File: config.mk
export PLATFORM = sky130hd
export DESIGN_NAME = memory_writer
export DESIGN_NICKNAME = d
export VERILOG_FILES = /design/src/rtl/memory_writer.sv
export SDC_FILE = /design/constraint.sdc
export NUM_CORES = 1
export LEC_CHECK = 0
export ABC_AREA = 0
export CAP_MARGIN = 0
export CORE_UTILIZATION = 46
export CTS_CLUSTER_DIAMETER = 50
export DETAILED_ROUTE_END_ITERATION = 16
export PLACE_DENSITY = 0.81
export SKIP_CTS_REPAIR_TIMING = 1
export SYNTH_ARGS = -nofsm -noshare
export SYNTH_HDL_FRONTEND = slang
export SYNTH_SLANG_ARGS = --single-unit
File: constraint.sdc
create_clock -name clk -period 2.5 [get_ports clk]
set_input_delay 0.75 -clock clk [delete_from_list [all_inputs] [get_ports clk]]
set_output_delay 0.75 -clock clk [all_outputs]
set_load 0.05 [all_outputs]
File: src/rtl/memory_writer.sv
// Write-back engine: pops PE results and stores them to consecutive word addresses.
// Optional feature: define MEM_WRITER_CHECKSUM_EN to add an XOR checksum output.
module memory_writer #(
    parameter int DATA_W = 32,
    parameter int ADDR_W = 32,
    parameter int CNT_W  = 16
) (
    input  logic              clk,
    input  logic              rst_n,
    input  logic              start,
    input  logic [ADDR_W-1:0] base_addr,
    input  logic [CNT_W-1:0]  num_words,
    input  logic              src_empty,
    input  logic [DATA_W-1:0] src_data,
    output logic              src_rd,
    output logic              mem_we,
    output logic [ADDR_W-1:0] mem_addr,
    output logic [DATA_W-1:0] mem_wdata,
    input  logic              mem_ready,
    output logic              busy,
    output logic              done,
`ifdef MEM_WRITER_CHECKSUM_EN
    output logic [DATA_W-1:0] checksum,
`endif
    output logic [CNT_W-1:0]  words_written
);

    typedef enum logic [2:0] {
        IDLE,
        POP,
        CAPTURE,
        WRITE,
        FINISH
    } state_t;

    state_t            state;
    state_t            state_next;
    logic [CNT_W-1:0]  target;
    logic [CNT_W-1:0]  count_inc;
    logic              accept;
    logic              commit;

    assign count_inc = words_written + CNT_W'(1);
    assign accept    = (state == IDLE) && start;
    assign commit    = mem_we && mem_ready;

    always_ff @(posedge clk or negedge rst_n) begin
        if (!rst_n) begin
            state <= IDLE;
        end else begin
            state <= state_next;
        end
    end

    always_comb begin
        state_next = state;
        src_rd     = 1'b0;
        mem_we     = 1'b0;
        done       = 1'b0;
        busy       = 1'b1;
        unique case (state)
            IDLE: begin
                busy = 1'b0;
                if (start) begin
                    state_next = (num_words == '0) ? FINISH : POP;
                end
            end
            POP: begin
                // Pop only when data exists, so one pop is ever in flight
                if (!src_empty) begin
                    src_rd     = 1'b1;
                    state_next = CAPTURE;
                end
            end
            CAPTURE: state_next = WRITE;
            WRITE: begin
                mem_we = 1'b1;
                if (mem_ready) begin
                    state_next = (count_inc == target) ? FINISH : POP;
                end
            end
            FINISH: begin
                done       = 1'b1;
                state_next = IDLE;
            end
            default: state_next = IDLE;
        endcase
    end

    always_ff @(posedge clk or negedge rst_n) begin
        if (!rst_n) begin
            mem_addr      <= '0;
            mem_wdata     <= '0;
            words_written <= '0;
            target        <= '0;
        end else begin
            if (accept) begin
                mem_addr      <= base_addr & ~ADDR_W'(3);
                target        <= num_words;
                words_written <= '0;
            end
            if (state == CAPTURE) begin
                mem_wdata <= src_data;
            end
            if (commit) begin
                mem_addr      <= mem_addr + ADDR_W'(4);
                words_written <= count_inc;
            end
        end
    end

`ifdef MEM_WRITER_CHECKSUM_EN
    always_ff @(posedge clk or negedge rst_n) begin
        if (!rst_n) begin
            checksum <= '0;
        end else if (accept) begin
            checksum <= '0;
        end else if (commit) begin
            checksum <= checksum ^ mem_wdata;
        end
    end
`endif

endmodule

======== Word-level counts from Yosys, hierarchy flattened ========
Index checks and enable logic that the tools add are counted.
storage, ports and cells
  memories ................................ 0
  input port bits ......................... 85
  memory bits (writable) .................. 0
  latch bits .............................. 0
  bits in read-only memories .............. 0
  word-level logic and storage cells ...... 36
  output and inout bits ................... 84
  flip-flop bits (word level) ............. 99
operators by class
  multipliers ............................. 0
  shifts and indexed selects .............. 0
  muxes and demuxes ....................... 15
  bitwise gates (word level) .............. 0
  equal/unequal tests ..................... 8
  magnitude comparators ................... 0
  div/mod/pow operators ................... 0
  $add $sub $neg .......................... 2
  reductions and logical operators ........ 6
operator list
  cell                     number
  $mux W32                 2
  $add A32 B3 Y32 const B  1
  $mux W16                 2
  $add A16 B1 Y16 const B  1
  $eq A16 B16 Y1           1
  $logic_not A16 Y1        1
  $mux W3                  5
  $pmux W3 S4              1
  $eq A3 B2 Y1 const B     2
  $ne A2 B2 Y1 const B     3
  $mux W1                  5
  $eq A3 B1 Y1 const B     1
  $eq A3 B3 Y1 const B     1
  $logic_not A3 Y1         1
  $reduce_and A3 Y1        1
  $logic_and A1 B1 Y1      2
  $reduce_bool A2 Y1       1

======== Longest topological paths before layout ========
Gate-level depths: netlist of the first run.
  depth in word-level cells ............... 5
  gate-level depth with buffers ........... 9

======== Least setup slack after synthesis of the first run ========
OpenSTA, ideal clock, no wires.
  path kind ............................... reg-to-output
  from .................................... reg state[0]
  to ...................................... out done
  setup slack ............................. 0.090 ns
  cell stages (with the launch flop) ...... 3
  data required time ...................... 1.750 ns
  arrival time ............................ 1.660 ns
  cells stage by stage .................... dfrtp_1 -> clkbuf_2 -> nor3b_1
between the ends
  longest elaborated chain between the ends .. 2
RTL lines
  what                      line  RTL
  start: declaration        36    state_t state;
  start signal: assignment  51    state <= state_next;
  $eq A3 B3 Y1              61    unique case (state)
  $mux W1                   61
  end: declaration          21    output logic done,
No other way between the ends.

======== Final worst setup path of the first run ========
  from .................................... reg words_written[11]
  to ...................................... out words_written[11]
RTL lines
  what                      line  RTL
  start: declaration        25    output logic [CNT_W-1:0] words_written
  start signal: assignment  107   words_written <= count_inc;
No word-level cell between the ends.

==> impl_metrics.yaml, run 1 <==
outcome:
  status: "finished, final reports clean"
sta:
  clock-skew-final_ns: 0.01328
  slew_viol_final: 0
  max_freq_mhz: 408.5
  rsz0062_at_grt: "false"
  hold_viol: 0
  worstMarginPinSlew_ns: 0.5437
  relSlewSlack_pct: 63.64
  setup_violations: 0
  layout_min_cycle_time_ns: 2.448
  setup_tns_ns: 0
  fin_crit_sh_pct: 97.92
flow_run:
  max_cap_viol_count: 0
pwr:
  leakage_nw: 3.113
  vdd_drop_max_mv: 0.7616
  fin_total_pwr_w: 0.008740
  cellPowerDensity_mw_per_mm2: 1231
synthesis:
  synthTopCellsByArea: "dfrtp_1 48%, nand2_1 7.3%, mux2_1 6.7%"
  async_flop_share_pct: 100.0
  syn_area_sq_mm: 0.005026
  syn-instance-count: 520
  synth_flop_cell: "dfrtp_1"
  synth-edff-count: 0
  synth_top_area_share_pct: 48.29
  ys_warn_count: 0
  ys_types: 61
  synth_seq_cells: 97
  syn_avg_cell_area_sq_um: 9.666
  synth_top_area_cell: "dfrtp_1"
  synth-seq-area-share_pct: 48.29
global_route:
  antenna_found_initial: 0
  grt_pass1_wl_um: 22230
  grt-ovfl-total: 0
  grt_max_degree: 49
  grt_usage_pct: 25.01
  grt_pass1_vias: 4520
place:
  dp_hpwl_um: 10250
  gp_congestion: 0.8768
  port_buffers: 164
worst_hold_path:
  holdCritPathClass: "in -> async"
die:
  die-width_um: 106.5
  floorplan.initialDensity_pct: 48.04
  die_y_um: 106.5
  core_sq_mm: 0.01046
  io_pins: 169
  num_rows: 37
  die_area_sq_mm: 0.01135
route:
  post-route-drc-count: 0
  drtAntennaViolNets: 0
  vias_per_cell: 5.638
  drtIter0Drc: 409
  routed_wl_um: 13910
  vias: 4646
  wl_per_cell_um: 16.88
  firstDrtPassIters: 6
critical_path:
  worstSetupStartpointType: "flop"
  critPathBufInv: 1
  cp.required_ns: 1.75
  crit_chain: "clkdlybuf4s50_1"
  critical-path-top-delay-family: "buffers and inverters"
  cpMaxStageDelayCell: "clkdlybuf4s50_1"
  path_max_fanout: 7
  crit_path_end_kind: "primary output"
  critPathKind: "reg -> out"
  cpPeakStageDelay_ns: 0.85
  cp.arrival_ns: 1.70
cells_and_area:
  layout_commonest_cell: "clkdlybuf4s50_1"
  antennaDiodeCount: 0
  syn_to_final_growth_pct: 41.27
  n_fill_cell: 846
  nets: 770
  most-common-layout-cells: "142 x clkdlybuf4s50_1, 98 x nand2_1, 97 x dfrtp_1"
  layout-drive-gt1-share_pct: 9.884
clocking:
  cts_tree: "built"
  cts_buffers: 9
  cts_buffer_depth: 2
  clk_pin_slew_ns: 0.10
  cts_sinks: 97
  root_buffer: "clkbuf_8"
  htreeDepth: 3
  insertion_delay_ns: 0.38
state kept, by name, indices dropped and copies added, names as in the netlist:
name / cells
mem_wdata: 32
target: 16
words_written: 16
mem_addr: 30
state: 3
synth_stat cells (4+ instances only):
cell type / number
a211oi_1: 8
buf_2: 14
and3_1: 4
o311ai_1: 4
buf_4: 4
xor2_1: 10
nor4_1: 9
nand3_1: 24
nor3_1: 4
and4_1: 4
a31oi_1: 6
nand4_1: 8
xnor2_1: 15
o22ai_1: 5
o21ai_0: 18
clkbuf_1: 14
o21ai_1: 16
nor2_1: 44
dfrtp_1: 97
a311oi_1: 5
mux2_1: 30
nand2_1: 98
a21oi_1: 14
and2_1: 4
cells by family (layout without fill, tap and decap cells):
group                    count (synthesis)  count (layout)  share of synthesized area (%)
AO/OA/AOI/OAI                          102             102                          13.64
XOR/XNOR                                25              25                          4.356
adder cells (fa/ha/maj)                  2               2                         0.4978
buffers and inverters                   35             202                          3.286
flip-flops                              97              97                          48.29
multiplexers                            32              32                          7.169
other                                    1               2                        0.07461
AND/OR/NAND/NOR                        226             226                          22.68
cell type report:
type                            instances  area (sq um)  area share (%)
Multi-Input combinational cell        389          2447           34.47
Sequential cell                        97          2427           34.19
Timing Repair Buffer                  184          1829           25.76
Tap cell                              136         170.2           2.396
Clock buffer                           10         127.6           1.797
Clock inverter                          6         91.34           1.286
Inverter                                2         7.507          0.1057
stage by stage:
stage	utilization [%]	setup slack [ns]	std cells	cell area (sq um)	hold slack, ns
CTS	67.56	-0.02636	824	7068	0.3003
global route	67.87	0.001172	824	7101	0.3227
global placement	65.46	-0.05912	808	6849	0.4660
finish	67.87	0.05192	824	7101	0.2828
floorplan	-	0.08975	521	5030	0.4544
detailed placement	65.46	-0.08705	808	6849	0.4740
per-layer routing:
layer  wire length (um)  track usage (%)  vias up
met5                  0                0        -
met4                255            9.393        0
met3               1028            3.556       21
met2               6695            42.72      216
met1               5928            32.22     2220
li1                   -                -     2189
final timing paths:
path	startpoint	to	slack [ns]	cells after the start
min in group clk	mem_wdata[10]$_DFFE_PN0N_	mem_wdata[10]$_DFFE_PN0N_	0.49	1
worst max register to register	words_written[0]$_DFFE_PN0P_	state[0]$_DFFE_PN0P_	0.29	7
max in group asynchronous	rst_n	words_written[4]$_DFFE_PN0P_	1.60	2
worst max-delay path	words_written[11]$_DFFE_PN0P_	words_written[11]	0.05	1
worst min-delay path	rst_n	mem_wdata[24]$_DFFE_PN0N_	0.28	1
worst min register to register	mem_wdata[10]$_DFFE_PN0N_	mem_wdata[10]$_DFFE_PN0N_	0.49	1
where the power goes:
part / switching [W] / leakage [nW] / total (W) / internal, W
Clock: 0.000568 / 0.0991 / 0.00114 / 0.000567
Combinational: 0.00304 / 1.82 / 0.00482 / 0.00178
Sequential: 0.000596 / 1.19 / 0.00279 / 0.00219
(Power assumes the default switching activity.)
==> inputs of run 2 (changes only) <==
--- a/config.mk
+++ b/config.mk
@@ -10,6 +10,7 @@
 export CORE_UTILIZATION = 46
 export CTS_CLUSTER_DIAMETER = 50
 export DETAILED_ROUTE_END_ITERATION = 16
+export GPL_ROUTABILITY_DRIVEN = 0
 export PLACE_DENSITY = 0.81
 export SKIP_CTS_REPAIR_TIMING = 1
 export SYNTH_ARGS = -nofsm -noshare
==> run 2 against run 1 <==
Non-clock buffer count is the same. Clock power barely moved. Critical path depth up 4. Highest routed layer unchanged. Sequential power about the same. Combinational power about the same. Clock skew decreased by 0.0059 ns. Register-to-register slack worse by 0.06 ns. Final cell count did not move. Maximum frequency hardly changed. Final area is essentially flat.
==> impl_metrics.yaml, run 2 (same netlist as run 1, synthesis figures left out) <==
critical_path:
  worstSetupStartpointType: "primary input"
  cp.arrival_ns: 1.70
  cp.required_ns: 1.75
  path_max_fanout: 2
  rr_worst_depth: 7
  critPathKind: "in -> out"
  crit_path_end_kind: "primary output"
die:
  die-width_um: 106.5
  die_y_um: 106.5
  die_area_sq_mm: 0.01135
  io_pins: 169
  num_rows: 37
  core_sq_mm: 0.01046
  floorplan.initialDensity_pct: 48.04
sta:
  layout_setup_ws_ns: 0.05410
  relSlewSlack_pct: 63.55
  layout_min_cycle_time_ns: 2.446
  hold_viol: 0
  clock-skew-final_ns: 0.007405
  setup_violations: 0
  max_freq_mhz: 408.8
  fin_crit_sh_pct: 97.84
  worstMarginPinSlew_ns: 0.5451
  rsz0062_at_grt: "true"
  slew_viol_final: 0
worst_hold_path:
  holdCritPathClass: "in -> async"
cells_and_area:
  most-common-layout-cells: "141 x clkdlybuf4s50_1, 98 x nand2_1, 97 x dfrtp_1"
  top_register: "mem_wdata"
  largest_reg_flops: 32
  antennaDiodeCount: 0
  top_regs: "mem_wdata x32, mem_addr x30"
  syn_to_final_growth_pct: 41.40
  layout_commonest_cell: "clkdlybuf4s50_1"
  multi_input_area_sq_mm: 0.002447
  fin_area_sq_mm: 0.007107
  layout-drive-gt1-share_pct: 9.593
  seqCellArea_sq_mm: 0.002427
  n_fill_cell: 851
  nets: 770
route:
  drtIter0Drc: 283
  vias: 4673
  firstDrtPassIters: 4
  vias_per_cell: 5.671
  routed_wl_um: 14050
  drtAntennaViolNets: 0
  post-route-drc-count: 0
  wl_per_cell_um: 17.06
pwr:
  cellPowerDensity_mw_per_mm2: 1233
  vdd_drop_max_mv: 0.8026
  leakage_nw: 3.144
place:
  post-place-ws_ns: -0.06699
  dpl_cell_area_sq_mm: 0.006849
  dp_hpwl_um: 10470
  port_buffers: 164
global_route:
  grt_max_degree: 54
  grt_usage_pct: 25.73
  grt_pass1_wl_um: 22940
  antenna_found_initial: 0
  grt-ovfl-total: 0
  grt_pass1_vias: 4591
outcome:
  status: "finished, final reports clean"
clocking:
  cts_sinks: 97
  htreeDepth: 3
  clk_pin_slew_ns: 0.09
  insertion_delay_ns: 0.36
  cts_tree: "built"
  root_buffer: "clkbuf_8"
  cts_buffer_depth: 2
  cts_buffers: 9
flow_run:
  max_cap_viol_count: 0
## run 2: changes by cell type in the layout (fill, tap and decap cells not counted)
| cell | change |
|---|---|
| clkdlybuf4s50_1 | -1 |
| clkinvlp_4 | -3 |
| clkbuf_1 | +2 |
| clkbuf_8 | +2 |
| dlymetal6s2s_1 | +1 |
| inv_6 | -1 |
## run 2: final timing paths
check	from	slack, ns	endpoint
setup / recovery	src_empty	0.05	src_rd
hold / removal	rst_n	0.31	mem_addr[11]$_DFFE_PN0P_
setup reg to reg	words_written[0]$_DFFE_PN0P_	0.23	state[0]$_DFFE_PN0P_
hold reg to reg	mem_wdata[16]$_DFFE_PN0N_	0.49	mem_wdata[16]$_DFFE_PN0N_
max in group asynchronous	rst_n	1.59	target[8]$_DFFE_PN0P_
min in group clk	mem_wdata[16]$_DFFE_PN0N_	0.49	mem_wdata[16]$_DFFE_PN0N_
## run 2: layer usage
metal	vias up	part of all wire [%]	global-route usage, %
li1	2196	-	-
met1	2264	42	33.28
met2	191	49	42.25
met3	22	6.9	5.334
met4	0	2.1	10.18
met5	-	0	0
## run 2: cell type report
| type | count | share of cell area (%) |
|---|---|---|
| clock inverter | 2 | 0.8451 |
| sequential | 97 | 34.15 |
| tap | 136 | 2.394 |
| multi-input combinational | 389 | 34.44 |
| clock buffer | 14 | 2.289 |
| timing repair buffer | 184 | 25.77 |
| inverter | 2 | 0.1056 |
## run 2: power breakdown
group,leakage [nW],switching [W],internal [W]
Combinational,1.84,0.00304,0.00177
Sequential,1.19,0.000598,0.00219
Clock,0.111,0.000531,0.000621
Total,3.14,0.00417,0.00459
## run 2: metrics by stage
stage	std cells	utilization (%)	hold slack, ns	TNS, ns	power, W
global route	824	67.93	0.3164	-0.008893	0.009239
finish	824	67.93	0.3058	0	0.008761
global placement	808	65.46	0.4659	-0.05962	0.007494
CTS	824	67.59	0.3047	-0.07136	0.008798
floorplan	521	-	0.4544	0	0.005933
detailed placement	808	65.46	0.4760	-0.08231	0.007648
## run 2: critical path, stage by stage
cell and delay, ns:
clkdlybuf4s50_1 0.43, nor2_2 0.12, nand2_1 0.09, nor2_2 0.15
buf_12 0.15
==> inputs of run 3 (changes only) <==
--- a/config.mk
+++ b/config.mk
@@ -6,7 +6,7 @@
 export NUM_CORES = 1
 export LEC_CHECK = 0
 export ABC_AREA = 0
-export CAP_MARGIN = 0
+export CAP_MARGIN = 25
 export CORE_UTILIZATION = 46
 export CTS_CLUSTER_DIAMETER = 50
 export DETAILED_ROUTE_END_ITERATION = 16
@@ -16,3 +16,4 @@
 export SYNTH_ARGS = -nofsm -noshare
 export SYNTH_HDL_FRONTEND = slang
 export SYNTH_SLANG_ARGS = --single-unit
+export TNS_END_PERCENT = 1
==> results of run 3 <==
Final layout, timing and power as in run 2 (identical DEF).
